<file path="config.mk">
export PLATFORM = sky130hd
export DESIGN_NAME = switch_box_cfg_loader_flat
export DESIGN_NICKNAME = d
export VERILOG_FILES = /design/src/rtl/switch_box_pkg.sv /design/src/rtl/switch_box_cfg_loader_if.sv /design/src/rtl/switch_box_cfg_shreg.sv /design/src/rtl/switch_box_cfg_loader.sv /design/src/flat_wrapper.sv
export SDC_FILE = /design/constraint.sdc
export NUM_CORES = 1
export LEC_CHECK = 0
export ABC_AREA = 1
export CAP_MARGIN = 25
export CORE_UTILIZATION = 47
export DETAILED_ROUTE_END_ITERATION = 16
export GPL_TIMING_DRIVEN = 0
export PLACE_DENSITY = 0.71
export SETUP_SLACK_MARGIN = 0.02
export SYNTH_ARGS = -nofsm -noshare
export SYNTH_HDL_FRONTEND = slang
export SYNTH_HIERARCHICAL = 1
export SYNTH_SLANG_ARGS = --single-unit
</file>
<file path="constraint.sdc">
create_clock -name clk -period 1.75 [get_ports clk]
set_input_delay 0.175 -clock clk [delete_from_list [all_inputs] [get_ports clk]]
set_output_delay 0.175 -clock clk [all_outputs]
set_load 0.02 [all_outputs]
</file>
<file path="src/rtl/switch_box_pkg.sv">
// Shared types and constants for the switch box config loader.
// Element c-bit indices name the routing switch each bit controls.
package switch_box_pkg;

  localparam int unsigned SB_ELEM_BITS = 6;

  localparam int unsigned SB_NE = 0;
  localparam int unsigned SB_ES = 1;
  localparam int unsigned SB_SW = 2;
  localparam int unsigned SB_WN = 3;
  localparam int unsigned SB_NS = 4;
  localparam int unsigned SB_EW = 5;

  typedef enum logic [1:0] {
    IDLE   = 2'd0,
    SHIFT  = 2'd1,
    COMMIT = 2'd2
  } sb_cfg_state_t;

endpackage

</file>
<file path="src/rtl/switch_box_cfg_loader_if.sv">
// Serial config handshake plus the committed parallel config bus.
// The master drives frames in; the slave (loader) owns status and c_out.
interface switch_box_cfg_loader_if #(
  parameter int unsigned W = 24
) ();

  logic         cfg_start;
  logic         cfg_valid;
  logic         cfg_in;
  logic         cfg_ready;
  logic         cfg_busy;
  logic         cfg_done;
  logic         cfg_err;
  logic [W-1:0] c_out;

  modport master (
    output cfg_start, cfg_valid, cfg_in,
    input  cfg_ready, cfg_busy, cfg_done, cfg_err, c_out
  );

  modport slave (
    input  cfg_start, cfg_valid, cfg_in,
    output cfg_ready, cfg_busy, cfg_done, cfg_err, c_out
  );

endinterface

</file>
<file path="src/rtl/switch_box_cfg_shreg.sv">
// Shadow shift register, accepted-bit counter and last-bit detect.
// Bits beyond W (e.g. a trailing parity bit) are counted but not shifted in.
module switch_box_cfg_shreg #(
  parameter int unsigned W         = 24,
  parameter int unsigned FrameBits = 24
) (
  input  logic         clk_i,
  input  logic         rst_i,
  input  logic         clear_i,
  input  logic         accept_i,
  input  logic         bit_i,
  output logic [W-1:0] shadow_o,
  output logic         last_o
);

  localparam int unsigned CntW = $clog2(W + 2);

  logic [W-1:0]    shadow_d, shadow_q;
  logic [CntW-1:0] count_d, count_q;

  always_comb begin
    shadow_d = shadow_q;
    count_d  = count_q;
    if (clear_i) begin
      count_d = '0;
    end else if (accept_i) begin
      count_d = count_q + CntW'(1);
      if (count_q < CntW'(W)) begin
        shadow_d = {bit_i, shadow_q[W-1:1]};
      end
    end
  end

  assign last_o   = accept_i && !clear_i && (count_q == CntW'(FrameBits - 1));
  assign shadow_o = shadow_q;

  always_ff @(posedge clk_i) begin
    if (rst_i) begin
      shadow_q <= '0;
      count_q  <= '0;
    end else begin
      shadow_q <= shadow_d;
      count_q  <= count_d;
    end
  end

endmodule

</file>
<file path="src/rtl/switch_box_cfg_loader.sv">
// Serial-in, atomically committed config loader for a row of switch box elements.
// Optional even-parity frame check is enabled with SWITCH_BOX_CFG_PARITY_EN.
module switch_box_cfg_loader
  import switch_box_pkg::*;
#(
  parameter int unsigned NUM_ELEMS = 4,
  parameter int unsigned ELEM_BITS = SB_ELEM_BITS
) (
  input logic                    clk,
  input logic                    rst,
  switch_box_cfg_loader_if.slave cfg
);

  localparam int unsigned W = NUM_ELEMS * ELEM_BITS;
`ifdef SWITCH_BOX_CFG_PARITY_EN
  localparam int unsigned FrameBits = W + 1;
`else
  localparam int unsigned FrameBits = W;
`endif

  sb_cfg_state_t state_d, state_q;
  logic [W-1:0]  c_out_d, c_out_q;
  logic [W-1:0]  shadow;
  logic          done_d, done_q;
  logic          accept, clear, last, commit_ok;

  assign accept = (state_q == SHIFT) && cfg.cfg_valid && !cfg.cfg_start;
  // A start during COMMIT is ignored, so it must not disturb the counter either.
  assign clear  = cfg.cfg_start && (state_q != COMMIT);

  switch_box_cfg_shreg #(
    .W         (W),
    .FrameBits (FrameBits)
  ) u_shreg (
    .clk_i    (clk),
    .rst_i    (rst),
    .clear_i  (clear),
    .accept_i (accept),
    .bit_i    (cfg.cfg_in),
    .shadow_o (shadow),
    .last_o   (last)
  );

`ifdef SWITCH_BOX_CFG_PARITY_EN
  logic parity_d, parity_q;
  logic err_d, err_q;

  assign parity_d  = last ? cfg.cfg_in : parity_q;
  assign commit_ok = (parity_q == ^shadow);
  assign err_d     = (state_q == COMMIT) && !commit_ok;

  always_ff @(posedge clk) begin
    if (rst) begin
      parity_q <= 1'b0;
      err_q    <= 1'b0;
    end else begin
      parity_q <= parity_d;
      err_q    <= err_d;
    end
  end

  assign cfg.cfg_err = err_q;
`else
  assign commit_ok   = 1'b1;
  assign cfg.cfg_err = 1'b0;
`endif

  always_comb begin
    state_d = state_q;
    c_out_d = c_out_q;
    done_d  = 1'b0;
    unique case (state_q)
      IDLE:   if (cfg.cfg_start) state_d = SHIFT;
      SHIFT:  if (last) state_d = COMMIT;
      COMMIT: begin
        state_d = IDLE;
        if (commit_ok) begin
          c_out_d = shadow;
          done_d  = 1'b1;
        end
      end
      default: state_d = IDLE;
    endcase
  end

  always_ff @(posedge clk) begin
    if (rst) begin
      state_q <= IDLE;
      c_out_q <= '0;
      done_q  <= 1'b0;
    end else begin
      state_q <= state_d;
      c_out_q <= c_out_d;
      done_q  <= done_d;
    end
  end

  assign cfg.cfg_ready = (state_q == SHIFT);
  assign cfg.cfg_busy  = (state_q != IDLE);
  assign cfg.cfg_done  = done_q;
  assign cfg.c_out     = c_out_q;

endmodule
</file>
<file path="src/flat_wrapper.sv">
// flat-port wrapper written by rule: the top's interface ports become plain ports
module switch_box_cfg_loader_flat import switch_box_pkg::*;
#(
  parameter int unsigned NUM_ELEMS = 4,
  parameter int unsigned ELEM_BITS = SB_ELEM_BITS
)
  (clk, rst, cfg_cfg_start, cfg_cfg_valid, cfg_cfg_in, cfg_cfg_ready, cfg_cfg_busy, cfg_cfg_done, cfg_cfg_err, cfg_c_out);
  switch_box_cfg_loader_if cfg_i ();
  input logic clk;
  input logic rst;
  input wire logic [$bits(cfg_i.cfg_start)-1:0] cfg_cfg_start;
  input wire logic [$bits(cfg_i.cfg_valid)-1:0] cfg_cfg_valid;
  input wire logic [$bits(cfg_i.cfg_in)-1:0] cfg_cfg_in;
  output wire logic [$bits(cfg_i.cfg_ready)-1:0] cfg_cfg_ready;
  output wire logic [$bits(cfg_i.cfg_busy)-1:0] cfg_cfg_busy;
  output wire logic [$bits(cfg_i.cfg_done)-1:0] cfg_cfg_done;
  output wire logic [$bits(cfg_i.cfg_err)-1:0] cfg_cfg_err;
  output wire logic [$bits(cfg_i.c_out)-1:0] cfg_c_out;
  assign cfg_i.cfg_start = cfg_cfg_start;
  assign cfg_i.cfg_valid = cfg_cfg_valid;
  assign cfg_i.cfg_in = cfg_cfg_in;
  assign cfg_cfg_ready = cfg_i.cfg_ready;
  assign cfg_cfg_busy = cfg_i.cfg_busy;
  assign cfg_cfg_done = cfg_i.cfg_done;
  assign cfg_cfg_err = cfg_i.cfg_err;
  assign cfg_c_out = cfg_i.c_out;
  switch_box_cfg_loader #(.NUM_ELEMS(NUM_ELEMS), .ELEM_BITS(ELEM_BITS)) u_core (.clk(clk), .rst(rst), .cfg(cfg_i));
endmodule
</file>
==> key figures, run 1 <==
Route
  • Vias per inst: 4.61
  • Detailed-router iteration count before antenna repair: 4
  • Antenna Nets Post-Route: 0
  • DR DRC count: 0
  • Drt wl/cell: 10.5 um
  • Via count: 2195
  • Final wirelength: 4990 um
  • Detailed Route Iter0 Violations: 163

Floorplanning
  • FP Rows: 25
  • Starting Density: 50.0%
  • Top-level I/O count: 33
  • Die H: 73.8 um
  • Die area: 5450 um2
  • Chip width: 73.8 um
  • Core Area: 4850 um2

Finish
  • Commonest non-fill, non-tap cell in the layout: nor2_1
  • Layout cells sized above 1: 9.78%
  • Net count, final: 415
  • Most frequent cells in the layout: 84 x nor2_1, 82 x nand2_1, 54 x dfxtp_1
  • Synthesis-to-finish area growth: 23.3%
  • Antenna Cells: 0

Clock network
  • CTS H-tree lvls: 2
  • Clk slew on worst S/H paths: 0.09 ns
  • Clk Latency, worst-skew pair: 0.31 ns
  • CTS sink count: 56
  • Root Buffer: clkbuf_8
  • CTS tree: yes
  • CTS Buf Count: 5
  • Post-CTS Hold Fix Bufs: 0
  • Clock Tree Buf Depth: 2

Pwr
  • Combinational fraction of design power: 6.7%
  • Reg power frac: 59.0%
  • Clock power frac: 34.3%
  • Total Power: 2.21 mW
  • Sw Ratio: 22.9%
  • PwrDens: 740 nW/um2
  • Leak pwr: 1.17 nW
  • Sw Pwr: 0.506 mW
  • IR drop worst, VDD: 0.305 mV
  • Int Power: 1.70 mW

Logic synthesis
  • Synth Net Count: 370
  • Cells after Synth: 364
  • Synth warn: 6
  • Mapped Avg Cell Area: 6.66 um2
  • Mapped Area: 2420 um2
  • Post-synthesis sequential area ratio: 46.3%
  • Count of cell types in the netlist: 18
  • Seq cells post-synth: 56

Setup path
  • Top delay family on crit path: buffers and inverters
  • CP endpoint kind: primary output
  • Crit-path slowest cell: clkdlybuf4s50_1
  • Critical Path Max Stage Delay: 0.59 ns
  • Critical Path AT: 1.46 ns
  • Crit path buf inv count: 3
  • Worst r2r src: u_core/state_q[1]
  • WS Path Type: register to primary output
  • Worst Path Max Fanout: 4
  • Required time of the critical path: 1.57 ns
  • Reg2Reg Depth: 10
  • Critical-path cell list: inv_4 -> nand2_2 -> inv_1 -> clkdlybuf4s50_1
  • Startpoint types: register
  • R2R Setup Slk: 0.19 ns
  • Reg-to-reg critical path endpoint: u_core/state_q[1]

STA
  • Final Hold Fails: 0
  • Clock skew: 0.00468 ns
  • Final setup TNS: 0 ns
  • Final setup fails: 0
  • RSZ-0062 raised after global routing: no
  • Max Freq: 612 MHz
  • Min cycle time layout: 1.63 ns
  • Final period util: 93.4%
  • Max Slew Vio Count: 0

Global routing
  • Number of global-route vias before repair: 1804
  • First-pass GRT wire length: 8270 um
  • Initial antenna violation count: 0
  • Remaining Overflow, GRT: 0
  • Pin count of the biggest net entering global routing: 16
  • GRT Overall Usage: 19.9%

Hold path
  • WHS Endpoint: u_core/state_q[0]
  • Worst Hold Class: input port to register
  • Hold Path Depth: 3
  • Hold Path Origin: cfg_cfg_start

Status
  • Status: finished clean

Flow run
  • Max-cap violation count: 0

Placement
  • DP HPWL: 3410 um
  • Final Wtd Congestion: 0.808
  • Port Buffers: 31
==> registers in the layout (all words and copies together), names as in the netlist <==
name and cells:
u_core/cfg.c_out 24, u_core/u_shreg/shadow_o 24, u_core/u_shreg/count_q 5, u_core/state_q 2, u_core/cfg.cfg_done 1
==> power by group through the flow <==
stage	combinational, mW	sequential, mW	clock [mW]
after floorplan	0.102	1.33	0
after global placement	0.137	1.33	0
after detailed placement	0.140	1.33	0
after CTS	0.143	1.31	0.772
after global routing	0.170	1.31	0.822
final	0.148	1.31	0.757
==> layer usage <==
layer	vias up	track usage, %	routed length, um
met2	36	33.2	2390
met5	-	0	0
met3	7	4.12	189
met4	0	5.13	48
met1	985	26.2	2360
li1	1167	-	-
==> stage by stage <==
step	cells	hold slack, ns	worst slack [ns]	cell area, um2	util, %
2_1_floorplan	364	0.244	0.0545	2420	-
3_3_place_gp	462	0.461	-0.438	2820	58.1
3_5_place_dp	462	0.469	-0.408	2820	58.1
4_1_cts	472	0.444	0.0155	2950	60.8
5_1_grt	476	0.491	0.0391	2990	61.6
6_report	476	0.472	0.115	2990	61.6
==> cell usage after synthesis <==
library cell | count | area, um2
buf_6 | 4 | 45.0
conb_1 | 1 | 3.75
nand3_1 | 26 | 130
nor2_1 | 86 | 323
nand2_1 | 83 | 312
ha_1 | 1 | 12.5
buf_4 | 1 | 7.51
clkbuf_1 | 4 | 15.0
buf_1 | 1 | 3.75
nor3_1 | 2 | 10.0
nor2_4 | 2 | 22.5
buf_2 | 10 | 50.1
nand3b_1 | 1 | 7.51
o21ai_0 | 3 | 15.0
dfxtp_1 | 56 | 1120
inv_2 | 2 | 7.51
a21oi_1 | 27 | 135
inv_1 | 54 | 203
==> worst max path at each step <==
stage                      startpoint                 to  slack (ns)  cells after the start
global route        u_core/state_q[1]      cfg_cfg_ready        0.04                      4
global placement        cfg_cfg_start  u_core/state_q[0]       -0.44                     13
floorplan           u_core/state_q[0]  u_core/state_q[0]        0.05                     11
finish              u_core/state_q[1]      cfg_cfg_ready        0.12                      4
detailed placement      cfg_cfg_start  u_core/state_q[0]       -0.41                     13
CTS                 u_core/state_q[1]  u_core/state_q[0]        0.02                     13
==> area by class of cell <==
class	count	area, um2
clock buffer	7	96.3
tap	67	83.8
sequential	56	1130
multi-input combinational	232	988
buffer	18	103
inverter	56	213
timing repair buffer	40	378
fill	483	1860
==> what timing repair did <==
action                     4_1_cts  5_1_grt
buffers inserted                 3        6
setup endpoints to repair       18        3
gates cloned                     0        0
pin swaps                        1        2
resized for setup                4        7
==> cells by family after synthesis <==
logic type | count (synthesis) | share of synthesized area (%)
adders and majority gates | 1 | 0.516
and+or+nand+nor | 200 | 33.2
AOI/OAI and AO/OA | 30 | 6.19
DFF | 56 | 46.3
other | 1 | 0.155
buffers and inverters | 76 | 13.7
==> worst reg2reg max path, stage by stage, from the launching register on <==
cell      delay, ns
dfxtp_2        0.34
inv_4          0.07
nand2_2        0.09
nor2_4         0.16
inv_2          0.07
nor2_4         0.14
buf_6          0.16
nand3b_1       0.08
nor2_1         0.11
inv_1          0.08
nor3_2         0.18
No activity file was read; power rests on OpenSTA's default activity.
==> run 2: changes to the inputs <==
--- a/config.mk
+++ b/config.mk
@@ -11,7 +11,6 @@
 export DETAILED_ROUTE_END_ITERATION = 16
 export GPL_TIMING_DRIVEN = 0
 export PLACE_DENSITY = 0.71
-export SETUP_SLACK_MARGIN = 0.02
 export SYNTH_ARGS = -nofsm -noshare
 export SYNTH_HDL_FRONTEND = slang
 export SYNTH_HIERARCHICAL = 1
==> results of run 2 <==
Final layout, timing and power as in run 1 (identical DEF).
==> run 3: changes to the inputs <==
--- a/config.mk
+++ b/config.mk
@@ -6,7 +6,7 @@
 export NUM_CORES = 1
 export LEC_CHECK = 0
 export ABC_AREA = 1
-export CAP_MARGIN = 25
+export CAP_MARGIN = 20
 export CORE_UTILIZATION = 47
 export DETAILED_ROUTE_END_ITERATION = 16
 export GPL_TIMING_DRIVEN = 0
==> results of run 3 <==
Final layout, timing and power as in run 1 (identical DEF).
